[src/rtl/code_patch_cfg_ctrl.sv]
// Configuration controller for the code patch datapath: a shadow bank that is committed to the active
// outputs once the slave read bus has been quiet. Optional sticky LOCK bit: define CODE_PATCH_CFG_LOCK_EN.
module code_patch_cfg_ctrl #(
    parameter int ADDR_WIDTH          = 32,
    parameter int DATA_WIDTH          = 32,
    parameter int NUM_REGS            = 8,
    parameter int SUB_REGS_DATA_WIDTH = (ADDR_WIDTH > DATA_WIDTH) ? ADDR_WIDTH : DATA_WIDTH,
    parameter int QUIET_CYCLES        = 2,
    parameter int CFG_AW              = $clog2(2*NUM_REGS+2)
) (
    input  logic                                         clk_i,
    input  logic                                         rst_ni,
    input  logic                                         cfg_req_i,
    input  logic                                         cfg_we_i,
    input  logic [CFG_AW-1:0]                            cfg_addr_i,
    input  logic [SUB_REGS_DATA_WIDTH-1:0]               cfg_wdata_i,
    output logic [SUB_REGS_DATA_WIDTH-1:0]               cfg_rdata_o,
    output logic                                         cfg_ack_o,
    input  logic                                         si_read_i,
    output logic [NUM_REGS-1:0][ADDR_WIDTH-1:0]          ctl_pat_addr_o,
    output logic [NUM_REGS-1:0][SUB_REGS_DATA_WIDTH-1:0] ctl_pat_data_o,
    output logic [NUM_REGS-1:0]                          ctl_pat_pen_o,
    output logic [NUM_REGS-1:0]                          ctl_pat_nopg_o,
    output logic                                         cfg_pat_gen_o,
    output logic                                         cfg_addr_or_data_o,
    output logic                                         commit_pending_o,
    output logic                                         commit_done_o
);

    localparam int                SW         = SUB_REGS_DATA_WIDTH;
    localparam logic [CFG_AW-1:0] CTRL_IDX   = CFG_AW'(2*NUM_REGS);
    localparam logic [CFG_AW-1:0] ENABLE_IDX = CFG_AW'(2*NUM_REGS+1);
    localparam logic [7:0]        QUIET_LAST = 8'(QUIET_CYCLES-1);

    typedef enum logic [1:0] {S_IDLE, S_WAIT_QUIET, S_COMMIT} state_t;

    state_t     state, state_nx;
    logic [7:0] quiet_cnt, quiet_cnt_nx;
    logic       do_commit;

    logic [NUM_REGS-1:0][ADDR_WIDTH-1:0] sh_addr;
    logic [NUM_REGS-1:0][SW-1:0]         sh_data;
    logic [NUM_REGS-1:0]                 sh_pen, sh_nopg;
    logic                                sh_gen, sh_aod;

    logic          locked, pending, access, wr_en, ctrl_wr, commit_wr;
    logic [SW-1:0] rd_val;

    // Handshake: an access is accepted on any edge where cfg_req_i is high and cfg_ack_o is low;
    // cfg_ack_o is high for exactly the following cycle, carrying read data, and a request still
    // held during that ack cycle is only taken again on the edge after it.
    assign access    = cfg_req_i && !cfg_ack_o;
    assign wr_en     = access && cfg_we_i && !locked;
    assign ctrl_wr   = wr_en && (cfg_addr_i == CTRL_IDX);
    assign commit_wr = ctrl_wr && cfg_wdata_i[2];
    assign pending   = (state != S_IDLE);
    assign commit_pending_o = pending;

`ifdef CODE_PATCH_CFG_LOCK_EN
    logic lock_q;

    always_ff @(posedge clk_i) begin
        if (!rst_ni) begin
            lock_q <= 1'b0;
        end else if (ctrl_wr && cfg_wdata_i[3]) begin
            lock_q <= 1'b1;
        end
    end

    assign locked = lock_q;
`else
    assign locked = 1'b0;
`endif

    always_ff @(posedge clk_i) begin
        if (!rst_ni) begin
            sh_addr <= '0;
            sh_data <= '0;
            sh_pen  <= '0;
            sh_nopg <= '0;
            sh_gen  <= 1'b0;
            sh_aod  <= 1'b0;
        end else if (wr_en) begin
            for (int i = 0; i < NUM_REGS; i++) begin
                if (cfg_addr_i == CFG_AW'(2*i)) begin
                    sh_addr[i] <= cfg_wdata_i[ADDR_WIDTH-1:0];
                end
                if (cfg_addr_i == CFG_AW'(2*i+1)) begin
                    sh_data[i] <= cfg_wdata_i;
                end
            end
            if (cfg_addr_i == CTRL_IDX) begin
                sh_gen <= cfg_wdata_i[0];
                sh_aod <= cfg_wdata_i[1];
            end
            if (cfg_addr_i == ENABLE_IDX) begin
                sh_pen  <= cfg_wdata_i[NUM_REGS-1:0];
                sh_nopg <= cfg_wdata_i[2*NUM_REGS-1:NUM_REGS];
            end
        end
    end

    always_comb begin
        rd_val = '0;
        for (int i = 0; i < NUM_REGS; i++) begin
            if (cfg_addr_i == CFG_AW'(2*i)) begin
                rd_val = SW'(sh_addr[i]);
            end
            if (cfg_addr_i == CFG_AW'(2*i+1)) begin
                rd_val = sh_data[i];
            end
        end
        if (cfg_addr_i == CTRL_IDX) begin
            rd_val = SW'({locked, pending, sh_aod, sh_gen});
        end
        if (cfg_addr_i == ENABLE_IDX) begin
            rd_val = SW'({sh_nopg, sh_pen});
        end
    end

    always_ff @(posedge clk_i) begin
        if (!rst_ni) begin
            cfg_ack_o   <= 1'b0;
            cfg_rdata_o <= '0;
        end else begin
            cfg_ack_o   <= access;
            cfg_rdata_o <= (access && !cfg_we_i) ? rd_val : '0;
        end
    end

    always_ff @(posedge clk_i) begin
        if (!rst_ni) begin
            state     <= S_IDLE;
            quiet_cnt <= '0;
        end else begin
            state     <= state_nx;
            quiet_cnt <= quiet_cnt_nx;
        end
    end

    // The counter holds the number of quiet cycles already seen, so the cycle that would
    // make it reach QUIET_CYCLES moves straight to S_COMMIT.
    always_comb begin
        state_nx     = state;
        quiet_cnt_nx = quiet_cnt;
        do_commit    = 1'b0;
        case (state)
            S_IDLE: begin
                quiet_cnt_nx = '0;
                if (commit_wr) begin
                    state_nx = S_WAIT_QUIET;
                end
            end
            S_WAIT_QUIET: begin
                if (si_read_i) begin
                    quiet_cnt_nx = '0;
                end else if (quiet_cnt >= QUIET_LAST) begin
                    quiet_cnt_nx = '0;
                    state_nx     = S_COMMIT;
                end else begin
                    quiet_cnt_nx = quiet_cnt + 8'd1;
                end
            end
            S_COMMIT: begin
                do_commit    = 1'b1;
                quiet_cnt_nx = '0;
                state_nx     = S_IDLE;
            end
            default: begin
                quiet_cnt_nx = '0;
                state_nx     = S_IDLE;
            end
        endcase
    end

    always_ff @(posedge clk_i) begin
        if (!rst_ni) begin
            ctl_pat_addr_o     <= '0;
            ctl_pat_data_o     <= '0;
            ctl_pat_pen_o      <= '0;
            ctl_pat_nopg_o     <= '0;
            cfg_pat_gen_o      <= 1'b0;
            cfg_addr_or_data_o <= 1'b0;
            commit_done_o      <= 1'b0;
        end else begin
            commit_done_o <= do_commit;
            if (do_commit) begin
                ctl_pat_addr_o     <= sh_addr;
                ctl_pat_data_o     <= sh_data;
                ctl_pat_pen_o      <= sh_pen;
                ctl_pat_nopg_o     <= sh_nopg;
                cfg_pat_gen_o      <= sh_gen;
                cfg_addr_or_data_o <= sh_aod;
            end
        end
    end

endmodule

[config.mk]
export PLATFORM = sky130hd
export DESIGN_NAME = code_patch_cfg_ctrl
export DESIGN_NICKNAME = d
export VERILOG_FILES = /design/src/rtl/code_patch_cfg_ctrl.sv
export SDC_FILE = /design/constraint.sdc
export NUM_CORES = 2
export LEC_CHECK = 0
export ABC_AREA = 0
export CAP_MARGIN = 20
export CORE_UTILIZATION = 40
export CTS_CLUSTER_DIAMETER = 60
export CTS_CLUSTER_SIZE = 25
export DETAILED_ROUTE_END_ITERATION = 12
export PLACE_DENSITY = 0.66
export RECOVER_POWER = 50
export SLEW_MARGIN = 20
export SYNTH_ARGS = -nofsm -noshare
export SYNTH_HDL_FRONTEND = slang
export SYNTH_SLANG_ARGS = --single-unit
[constraint.sdc]
create_clock -name clk_i -period 3.95 [get_ports clk_i]
set_input_delay 0.79 -clock clk_i [delete_from_list [all_inputs] [get_ports clk_i]]
set_output_delay 0.79 -clock clk_i [all_outputs]
set_load 0.02 [all_outputs]
==> reports/metrics.yaml <==
outcome: "finished, violations left"
violations: "max-capacitance violations, max-slew violations"
end_kind: "flip-flop"
yosysMostFrequentCell: "nand2_1"
max_cap_violations: 4
cp.required_ps: 4580
yosys.area_share.xor_xnor_pct: 0.0386
netlist_instances: 5628
boundaryPins: 607
yosysWarnings: 0
drive_gt1_share_pct: 7.85
drv_slew: 201
synth-seq-cells: 1104
syn_to_final_growth_pct: 24.8
power_density_nw_per_um2: 406
critPathArrivalTime_ps: 4070
die_x_um: 339
rr_startpoint: "state[1]$_SDFFE_PN0P_"
drtIter0Drc: 5555
reg2reg_depth: 5
fin_area_um2: 56700
ys.flop_type: "dfxtp_1"
ant_nets: 0
cts_buffer_depth: 3
yosysTopAreaCellShare_pct: 48.7
synth_edf_count: 0
synth_top_family_by_area: "compound AO/OA/AOI/OAI gates"
cts-resized-gates: 0
synthMuxAreaShare_pct: 1.93
routed_wl_mm: 220
fin_ws_ps: 515
timing.rr.end: "ctl_pat_data_o[218]$_SDFFE_PN0P_"
fin_crit_sh_pct: 87.0
root_buffer: "clkbuf_16"
tns_ps: 0
worst_pin_slew_ps: 2000
grtUsageTotal_pct: 36.8
finalHoldViolations: 0
yosys.area_share.simple_pct: 20.9
viasPerCell: 5.75
via_count: 43900
numCtsBuffers: 98
grt.overflow.total: 0
hold_class: "in2reg"
crit_end: "sh_addr[17]$_SDFFE_PN0P_"
worstPathMaxFanout: 32
cts.sinks: 1104
grt_start_max_net_pins: 257
placed_area_um2: 53200
synth_area_leaders: "dfxtp_1, nand2_1, a21boi_0"
start_util_pct: 40.4
layout_min_cycle_time_ps: 3440
rsz0062_at_grt: "no"
grt_pass1_wl_mm: 304
clkTransAtPathRegs_ps: 90
startpoint: "cfg_addr_i[4]"
post-cts-setup-buffer-count: 0
dr.pass1.iters: 6
finalSetupViolations: 0
final_nets: 6100
fillCellCount: 10800
max_freq_mhz: 291
async_flop_share_pct: 0
synthTopCellsByCount: "nand2_1, dfxtp_1, a21boi_0"
dieArea_um2: 115000
ys_types: 76
synth_area_um2: 45400
critical_path_class: "in2reg"
insertion_delay_ps: 740
slew_headroom_pct: -33.1
portBuffers: 606
cts_hold_buf: 0
grt_pass1_vias: 40400
dp_hpwl_mm: 158
dp_slack_ps: 110
synth.avg_cell_area_um2: 8.07
r2r_slack_ps: 750
core_area_um2: 112000
clock_skew_ps: 38.8
wl_per_cell_um: 28.8
place_congestion: 1.06
p_leak_uw: 0.0191
htreeDepth: 3
ys_seq_area_share_pct: 48.7
fp-row-count: 123
synth_fa_ha_area_share_pct: 0.0826
ir_drop_uv: 328
die_h_um: 339
yosysTopAreaCell: "dfxtp_1"
antenna_found_initial: 16
cts_tree: "yes"
drc: 0
start_kind: "primary input"
synth_compound_area_share_pct: 23.9
==> registers in the layout, indices dropped and copies added (netlist names) <==
register / flops
ctl_pat_addr_o: 256
ctl_pat_data_o: 256
sh_addr: 256
sh_data: 256
cfg_rdata_o: 32
ctl_pat_nopg_o: 8
ctl_pat_pen_o: 8
quiet_cnt: 8
sh_nopg: 8
sh_pen: 8
state: 2
cfg_ack_o: 1
cfg_addr_or_data_o: 1
cfg_pat_gen_o: 1
commit_done_o: 1
sh_aod: 1
sh_gen: 1
==> worst min-delay path by stage <==
stage	start	endpoint	slack, ps	depth (start not counted)
2_1_floorplan	quiet_cnt[0]$_SDFF_PP0_	quiet_cnt[0]$_SDFF_PP0_	430	1
3_3_place_gp	quiet_cnt[0]$_SDFF_PP0_	quiet_cnt[0]$_SDFF_PP0_	450	1
3_5_place_dp	ctl_pat_data_o[32]$_SDFFE_PN0P_	ctl_pat_data_o[32]$_SDFFE_PN0P_	460	2
4_1_cts	rst_ni	ctl_pat_addr_o[78]$_SDFFE_PN0P_	420	2
5_1_grt	rst_ni	ctl_pat_addr_o[121]$_SDFFE_PN0P_	450	2
6_report	rst_ni	ctl_pat_addr_o[78]$_SDFFE_PN0P_	430	2
==> logic make-up after synthesis <==
logic type / count (synthesis)
multiplexers: 79
AO/OA/AOI/OAI: 1500
other: 1
flip-flops: 1104
buffers and inverters: 507
AND/OR/NAND/NOR: 2432
XOR/XNOR: 2
adder cells (fa/ha/maj): 3
==> worst max-delay path: stages <==
cell and delay, ps:
dlygate4sd3_1 880, or3_1 200, buf_4 180, nor2_1 70, clkbuf_1 210, nand2_1 150, clkbuf_1 1220, nand2_1 100
a21boi_0 250
==> layer usage <==
metal | GRT usage, % | wire, um
met1 | 46.7 | 85900
met2 | 58.4 | 99700
met3 | 6.23 | 19200
met4 | 22.0 | 15400
met5 | 0 | 41
==> cell usage in the layout (no fill, tap or decap), types with 10 or more instances in the layout <==
cell             count
dlygate4sd3_1      236
clkinv_8            16
a22oi_1             29
buf_12              26
nor2_1              82
dfxtp_1           1104
inv_6               23
inv_8               11
a21boi_0          1025
o21a_1              13
o211ai_1            11
a21boi_1            36
nand3_1             17
a211oi_1            15
nor3_1              15
buf_2               34
mux2_2              27
a31oi_1             10
o22ai_1             31
clkbuf_16           99
nor2b_1             12
o221ai_1            20
inv_1               14
o21ai_0            101
mux2i_1             48
a21o_1              10
nor2_2              11
nand2_1           2229
clkbuf_1            10
a21oi_1            110
a221oi_1            15
a222oi_1            10
clkdlybuf4s50_1    334
buf_4              178
==> metrics by stage <==
stage | hold WS [ps] | instances | total power [uW] | utilization [%]
after floorplan | 433 | 5632 | 12000 | -
after global placement | 450 | 7454 | 12600 | 47.3
after detailed placement | 457 | 7454 | 12600 | 47.3
after CTS | 424 | 7638 | 23000 | 50.4
after global routing | 446 | 7641 | 23400 | 50.4
final | 432 | 7645 | 23000 | 50.4
==> cell type report <==
class / instances / area, um2 / share of cell area [%]
Sequential cell: 1104 / 22100 / 39.0
Clock inverter: 80 / 1020 / 1.80
Timing Repair Buffer: 816 / 7770 / 13.7
Antenna cell: 6 / 15.0 / 0.0265
Clock buffer: 104 / 2510 / 4.42
Multi-Input combinational cell: 4021 / 21300 / 37.6
Tap cell: 1500 / 1880 / 3.31
Inverter: 14 / 52.6 / 0.0927
==> report_power, final <==
part           internal [uW]  total (uW)  switching, uW
Combinational            364        1250            890
Clock                   5350       10600           5210
Sequential             11100       11200           41.3
Total                  16900       23000           6140
(Power assumes the default switching activity.)
